### config.mk
export PLATFORM = sky130hd
export DESIGN_NAME = dmem_arbiter
export DESIGN_NICKNAME = d
export VERILOG_FILES = /design/src/rtl/dmem_arb_pkg.sv /design/src/rtl/dmem_arbiter_rr_pick2.sv /design/src/rtl/dmem_arbiter.sv
export SDC_FILE = /design/constraint.sdc
export NUM_CORES = 1
export LEC_CHECK = 0
export BUFFER_PORTS_ARGS = -buffer_cell sky130_fd_sc_hd__buf_2
export CAP_MARGIN = 5
export CORE_MARGIN = 5
export CORE_UTILIZATION = 28
export CTS_CLUSTER_DIAMETER = 60
export CTS_CLUSTER_SIZE = 10
export DETAILED_ROUTE_END_ITERATION = 7
export PLACE_DENSITY_LB_ADDON = 0.12
export SYNTH_ARGS = -nofsm -noshare
export SYNTH_HDL_FRONTEND = slang
export SYNTH_HIERARCHICAL = 1
export SYNTH_SLANG_ARGS = --single-unit
### constraint.sdc
create_clock -name clk -period 4.8 [get_ports clk]
set_input_delay 0.72 -clock clk [delete_from_list [all_inputs] [get_ports clk]]
set_output_delay 0.72 -clock clk [all_outputs]
set_load 0.01 [all_outputs]
### src/rtl/dmem_arb_pkg.sv
// Shared encodings for the data-memory arbiter: FSM states, owner ids and the
// default MMIO LED address.
package dmem_arb_pkg;

    typedef enum logic [1:0] {
        IDLE   = 2'd0,
        ACCESS = 2'd1,
        RESP   = 2'd2
    } state_e;

    typedef enum logic {
        OWN_CPU = 1'b0,
        OWN_EXT = 1'b1
    } owner_e;

    localparam logic [31:0] LED_ADDR_DEFAULT = 32'hFFFF_FF00;

endpackage

### src/rtl/dmem_arbiter_rr_pick2.sv
// Combinational 2-way round-robin chooser: a lone request wins outright,
// simultaneous requests go to whichever side was not served last.
module rr_pick2 (
    input  logic [1:0] req,
    input  logic       last,
    output logic       grant,
    output logic       valid
);

    always_comb begin
        valid = |req;
        grant = 1'b0;
        if (req == 2'b11) begin
            grant = ~last;
        end else begin
            grant = req[1];
        end
    end

endmodule

### src/rtl/dmem_arbiter.sv
// Shares one data-memory port between the core (CPU) and a host loader (EXT),
// one transaction per IDLE->ACCESS->RESP pass. Optional MMIO LED: DMEM_ARB_LED_EN.
module dmem_arbiter
    import dmem_arb_pkg::*;
#(
    parameter int                ADDR_W   = 32,
    parameter int                DATA_W   = 32,
    parameter logic [ADDR_W-1:0] LED_ADDR = ADDR_W'(LED_ADDR_DEFAULT)
) (
    input  logic              clk,
    input  logic              reset,

    input  logic              cpu_req,
    input  logic              cpu_we,
    input  logic [ADDR_W-1:0] cpu_addr,
    input  logic [DATA_W-1:0] cpu_wdata,
    output logic [DATA_W-1:0] cpu_rdata,
    output logic              cpu_ack,
    output logic              cpu_stall,

    input  logic              ext_req,
    input  logic              ext_we,
    input  logic [ADDR_W-1:0] ext_addr,
    input  logic [DATA_W-1:0] ext_wdata,
    output logic [DATA_W-1:0] ext_rdata,
    output logic              ext_ack,

    output logic              mem_we,
    output logic [ADDR_W-1:0] mem_addr,
    output logic [DATA_W-1:0] mem_wdata,
    input  logic [DATA_W-1:0] mem_rdata,

    output logic [7:0]        led
);

`ifdef DMEM_ARB_LED_EN
    localparam bit LED_EN = 1'b1;
`else
    localparam bit LED_EN = 1'b0;
`endif

    state_e            state_q, state_d;
    owner_e            owner_q, owner_d;
    owner_e            rr_last_q, rr_last_d;
    logic              we_q, we_d;
    logic [ADDR_W-1:0] addr_q, addr_d;
    logic [DATA_W-1:0] wdata_q, wdata_d;
    logic [DATA_W-1:0] cpu_rdata_q, cpu_rdata_d;
    logic [DATA_W-1:0] ext_rdata_q, ext_rdata_d;
    logic              cpu_ack_q, cpu_ack_d;
    logic              ext_ack_q, ext_ack_d;
    logic [7:0]        led_q, led_d;

    logic              pick_grant;
    logic              pick_valid;
    logic              led_hit;
    logic [DATA_W-1:0] access_rdata;

    rr_pick2 u_pick (
        .req   ({ext_req, cpu_req}),
        .last  (rr_last_q),
        .grant (pick_grant),
        .valid (pick_valid)
    );

    assign led_hit      = LED_EN && (addr_q == LED_ADDR);
    assign access_rdata = led_hit ? {{(DATA_W-8){1'b0}}, led_q} : mem_rdata;

    always_comb begin
        state_d     = state_q;
        owner_d     = owner_q;
        rr_last_d   = rr_last_q;
        we_d        = we_q;
        addr_d      = addr_q;
        wdata_d     = wdata_q;
        cpu_rdata_d = cpu_rdata_q;
        ext_rdata_d = ext_rdata_q;
        led_d       = led_q;
        cpu_ack_d   = 1'b0;
        ext_ack_d   = 1'b0;

        case (state_q)
            IDLE: begin
                if (pick_valid) begin
                    owner_d = owner_e'(pick_grant);
                    if (owner_e'(pick_grant) == OWN_EXT) begin
                        we_d    = ext_we;
                        addr_d  = ext_addr;
                        wdata_d = ext_wdata;
                    end else begin
                        we_d    = cpu_we;
                        addr_d  = cpu_addr;
                        wdata_d = cpu_wdata;
                    end
                    state_d = ACCESS;
                end
            end
            ACCESS: begin
                // Writes still refresh the owner's rdata; the requester ignores it.
                if (owner_q == OWN_CPU) begin
                    cpu_rdata_d = access_rdata;
                    cpu_ack_d   = 1'b1;
                end else begin
                    ext_rdata_d = access_rdata;
                    ext_ack_d   = 1'b1;
                end
                if (led_hit && we_q) begin
                    led_d = wdata_q[7:0];
                end
                state_d = RESP;
            end
            RESP: begin
                rr_last_d = owner_q;
                state_d   = IDLE;
            end
            default: begin
                state_d = IDLE;
            end
        endcase
    end

    // rr_last resets to EXT so the CPU wins the very first tie.
    always_ff @(posedge clk or posedge reset) begin
        if (reset) begin
            state_q     <= IDLE;
            owner_q     <= OWN_CPU;
            rr_last_q   <= OWN_EXT;
            we_q        <= 1'b0;
            addr_q      <= '0;
            wdata_q     <= '0;
            cpu_rdata_q <= '0;
            ext_rdata_q <= '0;
            cpu_ack_q   <= 1'b0;
            ext_ack_q   <= 1'b0;
            led_q       <= 8'h00;
        end else begin
            state_q     <= state_d;
            owner_q     <= owner_d;
            rr_last_q   <= rr_last_d;
            we_q        <= we_d;
            addr_q      <= addr_d;
            wdata_q     <= wdata_d;
            cpu_rdata_q <= cpu_rdata_d;
            ext_rdata_q <= ext_rdata_d;
            cpu_ack_q   <= cpu_ack_d;
            ext_ack_q   <= ext_ack_d;
            led_q       <= led_d;
        end
    end

    assign mem_we    = (state_q == ACCESS) && we_q && !led_hit;
    assign mem_addr  = addr_q;
    assign mem_wdata = wdata_q;

    assign cpu_rdata = cpu_rdata_q;
    assign cpu_ack   = cpu_ack_q;
    assign cpu_stall = cpu_req & ~cpu_ack_q;
    assign ext_rdata = ext_rdata_q;
    assign ext_ack   = ext_ack_q;

`ifdef DMEM_ARB_LED_EN
    assign led = led_q;
`else
    assign led = 8'h00;
`endif

endmodule
==> results of run 1 <==
[cells in the mapped netlist]
cell type,number
mux2_2,195
dfrtp_1,134
buf_4,15
buf_6,7
buf_2,4
clkbuf_1,2
inv_1,2
nor2b_1,2
a21boi_1,1
and2_1,1
conb_1,1
dfstp_2,1
mux2_1,1
nand2b_1,1
nand3b_1,1
nor3b_2,1
nor3b_4,1
or2_1,1
[state kept, by name, indices dropped and copies added (netlist names)]
register and cells:
cpu_rdata 32, ext_ack 1, owner_q 1, rr_last_q 1
mem_addr 32, we_q 1, state_q 2, cpu_ack 1
mem_wdata 32, ext_rdata 32
[cell type report]
class	instances	area, sq um	area share (%)
inverters	2	12.5	0.153
clock buffers	19	453	5.53
well taps	275	344	4.20
repair buffers	303	1530	18.7
clock inverters	13	143	1.74
multi-input cells	213	2330	28.5
flip-flops and latches	135	3380	41.2
[cell families (layout without fill, tap and decap cells)]
group | count (synthesis) | in the layout | share of synthesized area (%)
DFF | 135 | 135 | 57.3
other | 1 | 8 | 0.0636
and+or+nand+nor | 8 | 8 | 1.19
AOI/OAI and AO/OA | 1 | 1 | 0.127
buffers and inverters | 30 | 337 | 3.84
muxes | 196 | 196 | 37.4
[where the power goes]
part	switching [mW]	total, mW	internal [mW]	leakage (nW)
registers	0.288	2.02	1.73	1.58
logic	1.02	2.19	1.17	2.04
clock network	0.514	1.31	0.798	0.291
[worst max path at each step]
stage	from	end	cells after the start	slack, ns
detailed placement	cpu_req	mem_addr[30]	5	2.26
global placement	cpu_req	mem_addr[17]	5	2.29
CTS	state_q[1]	mem_we	3	2.67
finish	cpu_req	mem_addr[30]	5	2.70
global route	state_q[0]	mem_we	3	2.60
floorplan	reset	cpu_ack	1	0.47
[routing by layer]
metal	GRT usage [%]	wire (um)	vias to the layer above
met4	4.54	293	0
met5	0	0	-
li1	-	-	1918
met1	15.1	6120	1991
met3	6.12	1700	20
met2	21.7	7510	193
[critical path: cells and delay by family]
family	cells	cell delay, ns
AOI/OAI and AO/OA	1	0.11
buffers and inverters	2	0.77
muxes	2	0.70
==> results_dict.tcl, run 1 <==
set metrics [dict create \
    ys_seq_area_share_pct 57.3 \
    vias_per_cell 4.29 \
    initial_core_util_pct 28.2 \
    gp_congestion 0.806 \
    p_leak_nw 3.91 \
    hold_viol 0 \
    outcome "finished clean" \
    ys_warn_count 6 \
    r2r_end "mem_addr[30]" \
    setup_viol 0 \
    grt_overflow 0 \
    syn_to_final_growth_pct 39.0 \
    setup-tns-final_ns 0 \
    drt_iter0_markers 126 \
    hpwl_um 11500 \
    post-route-util_pct 39.2 \
    crit_top_cell "mux2_2" \
    arrival_ns 2.40 \
    finalNetCount 838 \
    slew_viol_final 0 \
    ys_ff_latch 135 \
    design.portCount 306 \
    path_class "in2reg" \
    worstPathCellList "buf_2 > a21boi_4 > buf_4 > mux2_2 > mux2_2" \
    grt_max_degree 99 \
    whs_ns 0.492 \
    cts_buffers 17 \
    postCtsHoldBufs 0 \
    finalWorstPathRequiredPeriod_ns 2.10 \
    placed_cells 928 \
    max_slew_margin_pct 40.4 \
    timing.rr.start "rr_last_q" \
    yosysTopAreaCell "dfrtp_1" \
    pre_cts_ws_ns 2.26 \
    routed-via-count 4122 \
    wire_per_inst_um 16.3 \
    worst_clock_skew_ns 0.00826 \
    path_clk_slew_ns 0.06 \
    cts.sinks 135 \
    layout_common_cells "buf_2 (297), mux2_2 (195), dfrtp_1 (134)" \
    routed_wl_um 15600 \
    drv_cap 0 \
    die_w_um 155 \
    rows 53 \
    clk_latency_ns 0.41 \
    diodes 0 \
    r2r_cells 4 \
    tritoncts "done" \
    synth_cell_types 18 \
    yosysTopAreaCellShare_pct 56.9 \
    port_buffers 297 \
    cts_root_buf "clkbuf_16" \
    stdcell_count 960 \
    postCtsSetupBuffers 0 \
    power_mw 5.53 \
    hold_class "in2async" \
    drive_gt1_share_pct 78.1 \
    r2r_slack_ns 2.71 \
    cp.required_ns 5.09 \
    fin_ws_ns 2.70 \
    final_common_cell "buf_2" \
    dr.pass1.iters 4 \
    critPathMaxFanout 66 \
    power_density_nw_per_um2 674 \
    die_h_um 155 \
    max_clock_freq_ghz 0.476 \
    grt_pass1_vias 4668 \
    htree_levels 4 \
    rsz0062_at_grt "no" \
    synth_area_leaders "dfrtp_1 (57%), mux2_2 (37%), buf_4 (1.9%)" \
    core_sq_um 20900 \
    cts_resized 0 \
    drc 0 \
    antenna_found_initial 0 \
    avgSynthCellArea_sq_um 15.9 \
    grt_pass1_wl_um 25100 \
    critPathCaptureType "flop" \
    vdd_drop_max_mv 0.288 \
    fill_cells 2047 \
    cp_slowest_cell "buf_4" \
    syn_area_sq_um 5890 \
    die-area_sq_um 24100 \
    ant_nets 0 \
    placed_cell_area_sq_um 7600 \
    worstSetupStartpointType "input port" \
    final_area_sq_um 8200 \
    ctsLongestPathBuffers 2 \
    track_usage_pct 13.2 \
    synthCells 371 \
    cp_slowest_stage_delay_ns 0.65 \
    post-route-period-util_pct 43.8 \
    worst_slew_pin_slew_ns 0.894 \
]
(Power assumes the default switching activity.)
==> run 2, diff against run 1 <==
ABC_AREA = 1   (was default)
clock period = 1.85 ns   (was 4.8 ns; I/O delays follow)
==> run 2 against run 1 <==
The flow now finishes with violations (hold timing); sequential share of layout area is 0.64 points lower; power grew to 2.6 times the previous value; combinational power grew to 2.6 times the previous value; synthesized cell count is 110% higher; clock power grew to 2.6 times the previous value; critical path type is now reg2out; via count is 37% higher; non-clock buffer count is 7 higher; area after synthesis is 1.4% higher; cell count is 43% higher; clock skew is 0.0042 ns higher; worst hold slack worse by 0.51 ns.
==> results_dict.tcl, run 2 <==
set metrics [dict create \
    outcome "complete, but fails checks" \
    violations "hold timing" \
    finalNetCount 1249 \
    worst_clock_skew_ns 0.0124 \
    ant_nets 0 \
    avgSynthCellArea_sq_um 7.52 \
    fin_ws_ns 0.341 \
    p_leak_nw 5.07 \
    layout_common_cells "nand2_1 (588), buf_2 (297), dfrtp_1 (134)" \
    rsz0062_at_grt "no" \
    die_h_um 156 \
    synthMuxAreaShare_pct 0 \
    dr.pass1.iters 4 \
    postCtsHoldBufs 0 \
    power_density_nw_per_um2 1700 \
    vias_per_cell 4.11 \
    cts_buffers 17 \
    switching_share_pct 40.5 \
    power_frac_seq_pct 36.3 \
    synth-compound-area-share_pct 0.167 \
    max_clock_freq_ghz 0.663 \
    finalWorstPathRequiredPeriod_ns 1.51 \
    drt_iter0_markers 299 \
    hold_viol 4 \
    drv_cap 0 \
    gp_congestion 0.773 \
    grt_pass1_vias 5582 \
    initial_core_util_pct 28.4 \
    yosysTopAreaCellShare_pct 56.1 \
    synth_area_leaders "dfrtp_1 (56%), nand2_1 (37%), buf_4 (2.6%)" \
    post-route-period-util_pct 81.6 \
    syn_area_sq_um 5980 \
    core_sq_um 21000 \
    power_frac_clock_pct 23.9 \
    critPathMaxFanout 4 \
    synth_edf_count 0 \
    clk_latency_ns 0.41 \
    syn_to_final_growth_pct 39.3 \
    final_common_cell "nand2_1" \
    pre_cts_ws_ns 0.382 \
    tritoncts "done" \
    yosysMostFrequentCell "nand2_1" \
    path_class "reg2out" \
    hold_class "in2async" \
    met2_wirelength_um 9590 \
    routed_wl_um 19600 \
    wl_met1_um 8370 \
    htree_levels 4 \
    slew_viol_final 0 \
    ctsLongestPathBuffers 2 \
    final_area_sq_um 8330 \
    yosysTopAreaCell "dfrtp_1" \
    vdd_drop_max_mv 0.622 \
    drive_gt1_share_pct 32.2 \
    internal-power_mw 8.42 \
    drc 0 \
    route.met3.wl_um 1400 \
    grt_max_degree 72 \
    comb_power_share_pct 39.8 \
    diodes 0 \
    critPathCaptureType "primary output" \
    power.switching_mw 5.72 \
    timing.rr.start "rr_last_q" \
    maxUsedRoutingLayer "met5" \
    cts.sinks 135 \
    setup_viol 0 \
    yosys.area_share.simple_pct 37.8 \
    grt_overflow 0 \
    ys_seq_area_share_pct 56.5 \
    placed_cell_area_sq_um 7750 \
    cp.required_ns 1.57 \
    synthAdderAreaFrac_pct 0 \
    antenna_found_initial 3 \
    synth_flop_cell "dfrtp_1" \
    wire_per_inst_um 14.3 \
    ys_warn_count 6 \
    synth_commonest_cells "nand2_1 (589), dfrtp_1 (134), buf_2 (21), buf_4 (21), inv_1 (8)" \
    design.portCount 306 \
    synth_top_family_by_area "simple AND/OR/NAND/NOR gates" \
    cts_resized 0 \
    port_buffers 297 \
    cts_root_buf "clkbuf_16" \
    synth_cell_types 17 \
    hpwl_um 14200 \
    die_w_um 156 \
    worstSetupStartpointType "flop" \
    rows 53 \
    die-area_sq_um 24400 \
    async_flop_share_pct 100 \
    routed-via-count 5630 \
    placed_cells 1339 \
    critPathLaunch "state_q[1]" \
    postCtsSetupBuffers 0 \
    synth_xor_area_share_pct 0 \
    path_clk_slew_ns 0.06 \
    whs_ns -0.0198 \
    arrival_ns 1.23 \
    grt_pass1_wl_um 30200 \
    stdcell_count 1371 \
    ys_ff_latch 135 \
    synthCells 795 \
    track_usage_pct 15.7 \
]
-- run 2: final cells by class --
| class | count | area, sq um |
|---|---|---|
| Clock buffer | 17 | 425 |
| Clock inverter | 15 | 153 |
| Fill cell | 2246 | 12700 |
| Inverter | 11 | 45.0 |
| Multi-Input combinational cell | 608 | 2320 |
| Sequential cell | 135 | 3380 |
| Tap cell | 275 | 344 |
| Timing Repair Buffer | 310 | 1660 |
-- run 2: cells by family after synthesis --
| family | Yosys count |
|---|---|
| buf+inv | 59 |
| simple gates | 598 |
| flops | 135 |
| other cells | 1 |
| compound gates | 2 |
-- run 2: critical path, cell delays in order, from the launching register on --
cell and delay (ns):
dfrtp_1 0.40, inv_2 0.09, nand2_1 0.09, nor2_1 0.09
buf_2 0.16
-- run 2: final timing paths --
path | end | slack (ns) | depth (start not counted)
setup reg to reg | mem_addr[23] | 0.38 | 7
max in group asynchronous | rr_last_q | 1.50 | 3
hold reg to reg | mem_wdata[11] | 0.47 | 2
hold / removal | mem_addr[3] | -0.02 | 3
setup / recovery | mem_we | 0.34 | 4
min in group clk | ext_rdata[21] | 0.07 | 3
-- run 2: through the flow --
| step | utilization, % | setup TNS (ns) | power (mW) |
|---|---|---|---|
| detailed placement | 36.9 | 0 | 11.0 |
| global placement | 36.9 | 0 | 10.9 |
| floorplan | - | -14.18 | 8.40 |
| CTS | 39.6 | 0 | 14.4 |
| finish | 39.6 | 0 | 14.1 |
| global route | 39.6 | 0 | 15.3 |
-- run 2: layer usage --
metal	global-route usage, %	vias up
met5	0	-
met4	3.97	6
met3	5.30	18
met2	25.9	181
met1	20.0	2493
li1	-	2932
-- run 2: power by group through the flow --
stage	sequential [mW]	combinational, mW	clock (mW)
final	5.14	5.63	3.38
after detailed placement	5.16	5.80	0
after floorplan	5.79	2.61	0
after global placement	5.19	5.74	0
after global routing	5.30	6.39	3.59
after CTS	5.14	5.81	3.47
